**config.mk**
```make
export PLATFORM = sky130hd
export DESIGN_NAME = p2s_lane_scheduler
export DESIGN_NICKNAME = d
export VERILOG_FILES = /design/src/rtl/p2s_lane_scheduler.sv
export SDC_FILE = /design/constraint.sdc
export NUM_CORES = 1
export LEC_CHECK = 0
export BUFFER_PORTS_ARGS = -buffer_cell sky130_fd_sc_hd__buf_4
export CORE_UTILIZATION = 59
export DETAILED_ROUTE_END_ITERATION = 16
export MAX_ROUTING_LAYER = met4
export PLACE_DENSITY = 0.88
export SETUP_SLACK_MARGIN = 0.15
export SYNTH_ARGS = -nofsm -noshare
export SYNTH_HDL_FRONTEND = slang
export SYNTH_SLANG_ARGS = --single-unit
```
**constraint.sdc**
```tcl
create_clock -name clk_8f -period 3.8 [get_ports clk_8f]
set_input_delay 0.95 -clock clk_8f [delete_from_list [all_inputs] [get_ports clk_8f]]
set_output_delay 0.95 -clock clk_8f [all_outputs]
set_load 0.01 [all_outputs]
```
**src/rtl/p2s_lane_scheduler.sv**
```systemverilog
// Two-lane byte-to-serial scheduler: sync idle train after reset, then MSB-first round-robin of held bytes.
// Optional P2S_BYTE_CNT_EN adds a 16-bit count of transmitted data symbols (byte_cnt).

module p2s_hold_buf #(
  parameter int WIDTH = 8
) (
  input  logic             clk_8f,
  input  logic             reset_L,
  input  logic             active,
  input  logic             valid,
  input  logic [WIDTH-1:0] data,
  input  logic             grant,
  output logic             ready,
  output logic             full,
  output logic [WIDTH-1:0] hold
);
  assign ready = active && !full;

  // Accept and grant are exclusive: accept needs !full, grant needs full.
  always_ff @(posedge clk_8f or negedge reset_L) begin
    if (!reset_L) begin
      full <= 1'b0;
      hold <= '0;
    end else if (valid && ready) begin
      full <= 1'b1;
      hold <= data;
    end else if (grant) begin
      full <= 1'b0;
    end
  end
endmodule

module p2s_lane_scheduler #(
  parameter int             WIDTH      = 8,
  parameter logic [WIDTH-1:0] IDLE_SYM = 8'hBC,
  parameter int             SYNC_BYTES = 4
) (
  input  logic             clk_8f,
  input  logic             reset_L,
  input  logic [WIDTH-1:0] data_in0,
  input  logic             valid_in0,
  output logic             ready0,
  input  logic [WIDTH-1:0] data_in1,
  input  logic             valid_in1,
  output logic             ready1,
  output logic             data_out,
  output logic             byte_start,
  output logic             data_flag,
  output logic             lane_id,
  output logic             active
`ifdef P2S_BYTE_CNT_EN
  ,
  output logic [15:0]      byte_cnt
`endif
);
  localparam int NUM_LANES = 2;
  localparam int CNT_W     = $clog2(WIDTH);
  localparam logic [CNT_W-1:0] LAST = CNT_W'(WIDTH - 1);
  localparam logic [0:0] ST_SYNC   = 1'b0;
  localparam logic [0:0] ST_ACTIVE = 1'b1;

  logic [NUM_LANES-1:0][WIDTH-1:0] lane_data, hold;
  logic [NUM_LANES-1:0]            lane_valid, ready, full, grant;

  logic [0:0]       state;
  logic [7:0]       sync_cnt;
  logic [CNT_W-1:0] bit_cnt;
  logic [WIDTH-2:0] shift;
  logic             last_grant;
  logic             load, gnt_vld, gnt_lane;
  logic [WIDTH-1:0] next_sym;

  assign lane_data  = {data_in1, data_in0};
  assign lane_valid = {valid_in1, valid_in0};
  assign ready0     = ready[0];
  assign ready1     = ready[1];
  assign active     = (state == ST_ACTIVE);
  assign load       = (bit_cnt == LAST);

  for (genvar g = 0; g < NUM_LANES; g++) begin : g_lane
    p2s_hold_buf #(.WIDTH(WIDTH)) u_buf (
      .clk_8f  (clk_8f),
      .reset_L (reset_L),
      .active  (active),
      .valid   (lane_valid[g]),
      .data    (lane_data[g]),
      .grant   (grant[g]),
      .ready   (ready[g]),
      .full    (full[g]),
      .hold    (hold[g])
    );
  end

  // Round-robin only matters when both hold data; otherwise the full one wins.
  always_comb begin
    gnt_vld  = 1'b0;
    gnt_lane = 1'b0;
    if (state == ST_ACTIVE) begin
      if (&full) begin
        gnt_vld  = 1'b1;
        gnt_lane = ~last_grant;
      end else if (full[0]) begin
        gnt_vld  = 1'b1;
        gnt_lane = 1'b0;
      end else if (full[1]) begin
        gnt_vld  = 1'b1;
        gnt_lane = 1'b1;
      end
    end
  end

  always_comb begin
    grant = '0;
    if (load && gnt_vld) grant[gnt_lane] = 1'b1;
  end

  assign next_sym = gnt_vld ? hold[gnt_lane] : IDLE_SYM;

  always_ff @(posedge clk_8f or negedge reset_L) begin
    if (!reset_L) begin
      state      <= ST_SYNC;
      sync_cnt   <= 8'(SYNC_BYTES);
      bit_cnt    <= LAST;
      shift      <= '0;
      data_out   <= 1'b0;
      byte_start <= 1'b0;
      data_flag  <= 1'b0;
      lane_id    <= 1'b0;
      last_grant <= 1'b1;
    end else if (load) begin
      shift      <= next_sym[WIDTH-2:0];
      data_out   <= next_sym[WIDTH-1];
      byte_start <= 1'b1;
      bit_cnt    <= '0;
      data_flag  <= gnt_vld;
      if (gnt_vld) begin
        lane_id    <= gnt_lane;
        last_grant <= gnt_lane;
      end
      // The symbol loaded on the entry edge is still idle: no buffer could fill during sync.
      if (state == ST_SYNC) begin
        if (sync_cnt == 8'd0) state <= ST_ACTIVE;
        else                  sync_cnt <= sync_cnt - 8'd1;
      end
    end else begin
      shift      <= {shift[WIDTH-3:0], 1'b0};
      data_out   <= shift[WIDTH-2];
      byte_start <= 1'b0;
      bit_cnt    <= bit_cnt + CNT_W'(1);
    end
  end

`ifdef P2S_BYTE_CNT_EN
  logic [15:0] byte_cnt_r;
  assign byte_cnt = byte_cnt_r;

  always_ff @(posedge clk_8f or negedge reset_L) begin
    if (!reset_L)              byte_cnt_r <= '0;
    else if (load && gnt_vld)  byte_cnt_r <= byte_cnt_r + 16'd1;
  end
`endif
endmodule

```
### After elaboration in Yosys (flattened, before gate mapping)

Cells that the tools add are included.
Widths: inputs -> output; s select.

| cells by class | value |
|---|---|
| $add $sub $neg | 2 |
| $mul | 0 |
| div/mod/pow operators | 0 |
| magnitude comparators | 2 |
| equality and inequality tests | 1 |
| shift-type cells | 0 |
| muxes and demuxes | 23 |
| bitwise gates (word level) | 3 |
| reductions and logical operators | 14 |

Operators by type and width:

| kind | count |
|---|---|
| $mux 8 | 3 |
| $mux 1 | 16 |
| $logic_not 8->1 | 1 |
| $sub 8x1->8 const B | 1 |
| $mux 7 | 1 |
| $logic_and 1x1->1 | 6 |
| $reduce_and 2->1 | 2 |
| $reduce_bool 2->1 | 2 |
| $add 3x1->3 const B | 1 |
| $eq 3x3->1 const B | 1 |
| $mux 3 | 1 |
| $not 1->1 | 3 |
| $reduce_and 3->1 | 1 |
| $logic_not 1->1 | 2 |
| $lt 1x2->1 const B | 1 |
| $mux 2 | 1 |
| $demux 1 s1 | 1 |
| $ge 1x1->1 const B | 1 |

| storage, ports and cells | value |
|---|---|
| flip-flop bits (word level) | 42 |
| latch bits | 0 |
| bits in writable memories | 0 |
| ROM bits | 0 |
| input port bits | 20 |
| output and inout port bits | 7 |
| logic and storage cells | 58 |
| memories kept | 0 |

### Depth between registers and ports, before layout

Gate-level depths: netlist of the first run.

| depth | value |
|---|---|
| depth after elaboration | 11 |
| gate-level depth with buffers | 5 |
| mapped depth without buffers | 5 |

### Cells and area by module

From an unflattened synthesis of the first run, not the netlist that was laid out.

| unflattened totals | value |
|---|---|
| cell total of the unflattened synthesis | 136 |
| area total of the unflattened synthesis | 1818.0 µm² |

By module, submodules not included:

| module | instances | cells an instance | area each (µm²) | sequential area each (µm²) |
|---|---|---|---|---|
| p2s_lane_scheduler | 1 | 94 | 1112.3 | 606.8 |
| p2s_hold_buf | 2 | 21 | 352.8 | 225.2 |

### Worst setup path before layout of the first run

OpenSTA, ideal clock, no wires.

| timing | value |
|---|---|
| path kind | reg-to-reg |
| start point | reg bit_cnt[0] |
| end point | reg sync_cnt[5] |
| setup time | 125 ps |
| arrival time | 1878 ps |
| path slack | 1797 ps |
| cell stages (with the launch flop) | 6 |
| buffers on the path | 0 |
| clock period less this slack | 2003 ps |
| path through | dfstp_2 ha_1 ha_1 or4b_4 nor4_2 mux2_2 |

| between the ends | value |
|---|---|
| cells in the longest elaborated chain, start to end | 2 |

RTL lines:

| item | line | text |
|---|---|---|
| start: declaration | 67 | `logic [CNT_W-1:0] bit_cnt;` |
| start signal: assignment | 149 | `bit_cnt <= bit_cnt + CNT_W'(1);` |
| $eq 3x3->1 | 78 | `assign load = (bit_cnt == LAST);` |
| named net load | 70 | `logic load, gnt_vld, gnt_lane;` |
| $reduce_and 3->1 (no source line) | - |  |
| end signal: assignment | 122 | `sync_cnt <= 8'(SYNC_BYTES);` |
| end signal: assignment | 143 | `else sync_cnt <= sync_cnt - 8'd1;` |
| end: declaration | 66 | `logic [7:0] sync_cnt;` |

The timed path passes the listed nets, and every way through them passes these cells.
A chain may end at the register's enable or synchronous reset.

### Final worst setup path of the first run

Same ends and word-level chain as after synthesis.

==> insert_results.sql, run 1 <==
INSERT INTO impl_metrics (metric_group, metric, value, unit) VALUES
('sta', 'setup_tns', '0', 'ns'),
('die', 'boundaryPins', '27', ''),
('critical_path', 'r2r_cells', '5', ''),
('route', 'wl_per_cell', '16.26', 'µm'),
('die', 'fp.dieW', '56.94', 'µm'),
('finish', 'area_overhead_vs_synth', '15.53', '%'),
('critical_path', 'timing.critical_path.cells', 'ha_1 > ha_1 > or4b_4 > nor4_2 > mux2_2', ''),
('logic_synthesis', 'synth-compound-area-share', '8.925', '%'),
('logic_synthesis', 'synth_cell_type_count', '38', ''),
('route', 'drcViolationCount', '2', ''),
('placed_design', 'place.port_buffers', '26', ''),
('critical_path', 'critical_path.top_delay_family', 'simple AND/OR/NAND/NOR gates', ''),
('sta', 'total_count_of_hold_check_failures_in_the_final_report', '0', ''),
('logic_synthesis', 'synthTopCellsByArea', 'sky130_fd_sc_hd__dfrtp_1 (52%), sky130_fd_sc_hd__mux2_2 (11%), sky130_fd_sc_hd__dfstp_2 (7.4%), sky130_fd_sc_hd__o221a_2 (3.2%), sky130_fd_sc_hd__ha_1 (2.8%)', ''),
('job', 'count_of_maximum_capacitance_violations', '0', ''),
('placed_design', 'hpwl', '2327', 'µm'),
('critical_path', 'slowest_delay', '0.56', 'ns'),
('logic_synthesis', 'synth_xor_area_share', '1.476', '%'),
('clock_tree', 'h-tree-depth', '2', ''),
('logic_synthesis', 'synth_top_area_share', '52.00', '%'),
('critical_path', 'reg2reg_from', 'bit_cnt[0]', ''),
('route', 'num_vias', '1160', ''),
('clock_tree', 'cts.root.buffer_cell', 'sky130_fd_sc_hd__clkbuf_4', ''),
('finish', 'post_route_cells_drive_above_1_share', '43.64', '%'),
('critical_path', 'crit_cells', '5', ''),
('logic_synthesis', 'yosys_register_bits', '42', ''),
('finish', 'antenna-diode-count', '0', ''),
('critical_path', 'critical_path.startpoint', 'bit_cnt[0]', ''),
('clock_tree', 'clk_pin_slew_worst_paths', '0.11', 'ns'),
('critical_path', 'crit_buf_inv', '0', ''),
('critical_path', 'setup.worst_path.end', 'sync_cnt[5]', ''),
('clock_tree', 'cts_inserted_buffers', '5', ''),
('logic_synthesis', 'syn_area_per_cell', '13.39', 'µm²'),
('sta', 'timing.final.crit_share', '63.33', '%'),
('clock_tree', 'clk_path_buf_depth', '2', ''),
('logic_synthesis', 'synth_top_family_by_area', 'simple AND/OR/NAND/NOR gates', ''),
('global_routing', 'grt_pass1_vias', '1227', ''),
('clock_tree', 'tritoncts', 'yes', ''),
('route', 'firstDrtPassIters', '13', ''),
('clock_tree', 'clock_sink_count', '42', ''),
('sta', 'rsz0062_at_grt', 'false', ''),
('route', 'drt-vias-per-instance', '5.918', ''),
('finish', 'fillers', '210', ''),
('outcome', 'outcome', 'complete, but fails checks', ''),
('sta', 'slew_headroom', '49.64', '%'),
('outcome', 'violations', 'DRC', ''),
('critical_path', 'crit_type', 'reg -> reg', ''),
('sta', 'fin_max_slew_vios', '0', ''),
('critical_path', 'required', '4.04', 'ns'),
('logic_synthesis', 'post-synth-top-area-cell', 'sky130_fd_sc_hd__dfrtp_1', ''),
('sta', 'largest_clock_skew_in_the_final_design', '0.01710', 'ns'),
('critical_path', 'cp_common_cell', 'sky130_fd_sc_hd__ha_1', ''),
('critical_path', 'startpoint_type', 'flip-flop', ''),
('finish', 'multi_input_area', '684.4', 'µm²'),
('critical_path', 'critPathSlowestCell', 'sky130_fd_sc_hd__or4b_4', ''),
('logic_synthesis', 'post_synth_and_or_nand_nor_area_fraction', '12.65', '%'),
('sta', 'worst_pin_slew', '0.7485', 'ns'),
('sta', 'setup_viol', '0', ''),
('critical_path', 'worst-endpoint-arrival', '2.65', 'ns'),
('route', 'drt-total-wl', '3187', 'µm'),
('global_routing', 'initial_antenna_violation_count', '0', ''),
('finish', 'regArea', '1057', 'µm²'),
('finish', 'layout.nets', '188', ''),
('finish', 'final_cell_area', '2057', 'µm²'),
('critical_path', 'critPathCaptureType', 'flip-flop', ''),
('route', 'route.antenna.remaining_nets', '0', ''),
('clock_tree', 'post_cts_resize_count', '0', ''),
('sta', 'min_period', '2.406', 'ns'),
('die', 'height_of_the_die', '56.94', 'µm'),
('clock_tree', 'worst_skew_pair.late_latency', '0.36', 'ns'),
('die', 'placeableCoreArea', '2805', 'µm²');
[layer usage]
layer	GRT usage [%]	part of all wire [%]	vias to the layer above	wire, µm
li1	-	-	535	-
met1	25.24	40	582	1289
met2	39.50	54	37	1717
met3	5.669	4.4	6	140
met4	10.10	1.3	0	40
met5	-	0	-	0
[kinds of logic after synthesis]
| kind of cell | after synthesis |
|---|---|
| AND/OR/NAND/NOR | 37 |
| multiplexers | 20 |
| adder cells (fa/ha/maj) | 4 |
| AO/OA/AOI/OAI | 19 |
| flip-flops | 42 |
| buffers and inverters | 8 |
| XOR/XNOR | 3 |
[state kept, by name, summed over array words and instances, names as in the netlist]
signal / cells
g_lane.u_buf.hold: 16
sync_cnt: 8
shift: 7
bit_cnt: 3
g_lane.u_buf.full: 2
active: 1
byte_start: 1
data_flag: 1
data_out: 1
lane_id: 1
last_grant: 1
[report_power, final]
part | switching [mW] | total, mW | internal [mW] | leakage, nW
clock | 0.145 | 0.217 | 0.0720 | 0.0312
sequential | 0.0796 | 0.671 | 0.591 | 0.497
combinational | 0.112 | 0.290 | 0.177 | 0.442
[cell usage in the layout, fill, tap and decap left out, drive strengths merged, types with 2 or more instances in the layout]
cell / count
o21ai: 4
nand2b: 2
nor4: 2
a211oi: 2
nor2b: 4
nor3: 3
a221o: 2
nand2: 6
clkbuf: 5
nor2: 5
and2b: 2
dfstp: 5
or2: 5
dfrtp: 37
o221a: 5
ha: 4
clkinv: 2
buf: 26
xor2: 2
mux2: 19
a21oi: 2
inv: 6
[worst min-delay path by stage]
stage	from	endpoint	depth (start not counted)
after global routing	bit_cnt[0]	bit_cnt[0]	1
after global placement	last_grant	last_grant	2
after detailed placement	bit_cnt[0]	bit_cnt[0]	1
after CTS	g_lane[1].u_buf.hold[0]	shift[0]	1
after floorplan	bit_cnt[0]	bit_cnt[0]	1
final	bit_cnt[0]	bit_cnt[0]	1
[cells in the mapped netlist (all sizes together)]
library cell and n:
dfrtp 37, mux2 19, inv 6, nand2 6
dfstp 5, nor2 5, o221a 5, or2 5
ha 4, nor2b 4, o21ai 4, nor3 3
a211oi 2, a21oi 2, a221o 2, and2b 2
buf 2, nand2b 2, nor4 2, xor2 2
a21o 1, a22o 1, a31o 1, and2 1
and3 1, mux2i 1, nand3 1, nand3b 1
nor3b 1, o211ai 1, or2b 1, or4 1
or4b 1, xnor2 1
[layout make-up]
cell class / instances / area share, %
multi-input combinational: 83 / 33.27
timing repair buffer: 26 / 9.489
sequential: 42 / 51.40
clock inverter: 3 / 1.034
tap: 31 / 1.886
clock buffer: 5 / 1.825
inverter: 6 / 1.095
[per-stage QoR]
stage                     instances  setup WS, ns  util, %  power, mW  hold slack (ns)
after CTS                       196         1.358    73.33      1.189           0.5075
after floorplan                 133         1.797        -     0.8500           0.4581
after global routing            196         1.268    73.33      1.238           0.5217
after detailed placement        188         1.393    71.23     0.9718           0.4857
after global placement          188         1.504    71.23     0.9412           0.4702
final                           196         1.394    73.33      1.177           0.5068
No activity file was read; power rests on OpenSTA's default activity.
==> inputs of run 2 (changes only) <==
--- a/config.mk
+++ b/config.mk
@@ -6,10 +6,10 @@
 export NUM_CORES = 1
 export LEC_CHECK = 0
 export BUFFER_PORTS_ARGS = -buffer_cell sky130_fd_sc_hd__buf_4
-export CORE_UTILIZATION = 59
+export CORE_UTILIZATION = 50
 export DETAILED_ROUTE_END_ITERATION = 16
 export MAX_ROUTING_LAYER = met4
-export PLACE_DENSITY = 0.88
+export PLACE_DENSITY = 0.8
 export SETUP_SLACK_MARGIN = 0.15
 export SYNTH_ARGS = -nofsm -noshare
 export SYNTH_HDL_FRONTEND = slang
==> constraint.sdc (replaced) <==
create_clock -name clk_8f -period 2.1 [get_ports clk_8f]
set_input_delay 0.525 -clock clk_8f [delete_from_list [all_inputs] [get_ports clk_8f]]
set_output_delay 0.525 -clock clk_8f [all_outputs]
set_load 0.01 [all_outputs]
==> run 2 against run 1 <==
  * Sequential cell count stayed put
  * The flow now finishes without violations
  * Non-clock buffer count is 2 higher
  * Global-route usage is 3.0 points lower
  * Clock skew is 0.0027 ns lower
==> insert_results.sql, run 2 (synthesis results as in run 1) <==
INSERT INTO impl_metrics (metric_group, metric, value, unit) VALUES
('outcome', 'outcome', 'completed', ''),
('route', 'route.antenna.remaining_nets', '0', ''),
('power', 'portion_of_total_power_attributed_to_combinational_logic', '21.9', '%'),
('route', 'firstDrtPassIters', '4', ''),
('sta', 'max_freq', '502.6', 'MHz'),
('route', 'drcViolationCount', '0', ''),
('critical_path', 'critical_path.top_delay_family', 'simple AND/OR/NAND/NOR gates', ''),
('die', 'floorplan.rows', '21', ''),
('clock_tree', 'tritoncts', 'yes', ''),
('finish', 'regMostFlops', 'g_lane.u_buf.hold', ''),
('global_routing', 'initial_antenna_violation_count', '0', ''),
('sta', 'setup_viol', '0', ''),
('power', 'power.clock.fraction', '27.6', '%'),
('global_routing', 'gr-usage-all-layers', '19.95', '%'),
('critical_path', 'worst-path-max-fanout', '3', ''),
('route', 'drt-total-wl', '3257', 'µm'),
('sta', 'worst_pin_slew', '0.5099', 'ns'),
('die', 'placeableCoreArea', '3363', 'µm²'),
('global_routing', 'grt_max_degree', '43', ''),
('power', 'powerDensity', '1088', 'nW/µm²'),
('placed_design', 'placed_cell_area', '2044', 'µm²'),
('route', 'drt_iter0_drc', '91', ''),
('critical_path', 'crit_type', 'reg -> reg', ''),
('sta', 'largest_clock_skew_in_the_final_design', '0.01437', 'ns'),
('die', 'fp.dieW', '61.68', 'µm'),
('finish', 'max_reg_flops', '16', ''),
('placed_design', 'dp_worst_setup_slack', '0.1339', 'ns'),
('global_routing', 'grt_pass1_vias', '1111', ''),
('sta', 'rsz0062_at_grt', 'true', ''),
('route', 'num_vias', '1167', ''),
('die', 'starting_density_of_the_core', '52.94', '%'),
('sta', 'slew_headroom', '65.86', '%'),
('global_routing', 'first_pass_grt_wire_length', '5071', 'µm'),
('power', 'p_int', '1.793', 'mW'),
('finish', 'final_cell_area', '2186', 'µm²'),
('finish', 'layout.cells.most_common', 'sky130_fd_sc_hd__dfrtp_1', ''),
('power', 'p_sw_share', '24.57', '%'),
('critical_path', 'crit_cells', '5', ''),
('job', 'count_of_maximum_capacitance_violations', '0', ''),
('global_routing', 'grt.overflow.total', '0', ''),
('die', 'die_area', '3804', 'µm²'),
('finish', 'most-common-layout-cells', 'sky130_fd_sc_hd__dfrtp_1 (37), sky130_fd_sc_hd__buf_4 (28), sky130_fd_sc_hd__mux2_2 (17)', ''),
('clock_tree', 'clk_path_buf_depth', '2', ''),
('clock_tree', 'clock_sink_count', '42', ''),
('route', 'wl_per_cell', '15.29', 'µm'),
('critical_path', 'critPathSlowestCell', 'sky130_fd_sc_hd__dfstp_2', ''),
('sta', 'total_count_of_hold_check_failures_in_the_final_report', '0', ''),
('critical_path', 'critPathCaptureType', 'flip-flop', ''),
('clock_tree', 'clk_pin_slew_worst_paths', '0.13', 'ns'),
('clock_tree', 'worst_skew_pair.late_latency', '0.35', 'ns'),
('sta', 'fin_ws', '0.1105', 'ns'),
('power', 'sw_power', '0.5841', 'mW'),
('die', 'boundaryPins', '27', ''),
('finish', 'post_route_cells_drive_above_1_share', '46.11', '%'),
('finish', 'antenna-diode-count', '0', ''),
('power', 'power.ir.vdd_worst', '0.6742', 'mV'),
('power', 'leakagePower', '1.009', 'nW'),
('sta', 'setup_tns', '0', 'ns'),
('clock_tree', 'cts.root.buffer_cell', 'sky130_fd_sc_hd__clkbuf_4', ''),
('die', 'height_of_the_die', '61.68', 'µm'),
('finish', 'layout.nets', '190', ''),
('finish', 'area_overhead_vs_synth', '22.77', '%'),
('critical_path', 'timing.critical_path.cells', 'ha_4 > ha_4 > or4b_4 > nor4_4 > mux2_4', ''),
('critical_path', 'startpoint_type', 'flip-flop', ''),
('critical_path', 'r2r_cells', '5', ''),
('sta', 'timing.final.crit_share', '94.74', '%'),
('route', 'drt-vias-per-instance', '5.479', ''),
('critical_path', 'slowest_delay', '0.57', 'ns'),
('placed_design', 'gp_routability_congestion', '0.8518', ''),
('critical_path', 'required', '2.34', 'ns'),
('sta', 'fin_max_slew_vios', '0', ''),
('hold_path', 'hold_path_class', 'in -> async', ''),
('critical_path', 'crit_buf_inv', '0', ''),
('critical_path', 'cp_common_cell', 'sky130_fd_sc_hd__ha_4', ''),
('sta', 'min_period', '1.990', 'ns'),
('critical_path', 'worst-endpoint-arrival', '2.23', 'ns'),
('placed_design', 'place.port_buffers', '26', ''),
('power', 'seq_power_share', '50.5', '%'),
('placed_design', 'hpwl', '2224', 'µm'),
('finish', 'biggestRegsByFlops', 'g_lane.u_buf.hold (16), sync_cnt (8), shift (7)', ''),
('clock_tree', 'cts_inserted_buffers', '5', ''),
('clock_tree', 'h-tree-depth', '2', '');
-- run 2: power by group through the flow --
stage / clock, mW / combinational, mW / sequential (mW)
floorplan: 0 / 0.355 / 1.18
global placement: 0 / 0.502 / 1.20
detailed placement: 0 / 0.527 / 1.22
CTS: 0.670 / 0.531 / 1.20
global route: 0.711 / 0.579 / 1.23
finish: 0.656 / 0.521 / 1.20
-- run 2: final cells by class --
| cell class | count | area [µm²] |
|---|---|---|
| clock buffer | 6 | 51.30 |
| fill | 263 | 1177 |
| clock inverter | 2 | 60.06 |
| inverter | 6 | 22.52 |
| tap | 46 | 57.56 |
| sequential | 42 | 1057 |
| timing repair buffer | 28 | 210.2 |
| multi-input combinational | 83 | 726.9 |
-- run 2: worst reg2reg max path, cell delays in order (launching register included) --
cell and delay, ns:
sky130_fd_sc_hd__dfstp_2 0.57, sky130_fd_sc_hd__ha_4 0.14, sky130_fd_sc_hd__ha_4 0.12, sky130_fd_sc_hd__or4b_4 0.50
sky130_fd_sc_hd__nor4_4 0.25, sky130_fd_sc_hd__mux2_4 0.32
-- run 2: per-stage QoR --
step / total power, mW / util, % / hold WS (ns) / cells
6_report: 2.377 / 64.99 / 0.1324 / 213
5_1_grt: 2.520 / 64.99 / 0.1492 / 213
4_1_cts: 2.401 / 64.51 / 0.1410 / 213
3_5_place_dp: 1.745 / 60.79 / 0.4825 / 205
3_3_place_gp: 1.706 / 60.79 / 0.4704 / 205
2_1_floorplan: 1.538 / - / 0.2294 / 133
-- run 2: worst paths after layout --
check | startpoint | end | slack, ns
worst max-delay path | bit_cnt[1] | sync_cnt[5] | 0.11
worst min-delay path | reset_L | shift[2] | 0.13
worst max register to register | bit_cnt[1] | sync_cnt[5] | 0.11
worst min register to register | g_lane[1].u_buf.hold[0] | shift[0] | 0.50
max in group asynchronous | reset_L | bit_cnt[1] | 1.60
min in group clk_8f | data_in0[4] | g_lane[0].u_buf.hold[4] | 0.39
-- run 2: metal layers --
metal | wire length (µm) | global-route usage [%] | part of all wire, %
met4 | 40 | 6.667 | 1.2
met2 | 1658 | 31.49 | 51
met5 | 0 | - | 0
met1 | 1407 | 24.28 | 43
met3 | 150 | 6.303 | 4.6
-- run 2: repair_timing --
action,CTS,global route
setup endpoints to repair,2,8
hold buffers,0,0
buffers inserted,0,0
pin swaps,0,2
gates resized for setup,2,3
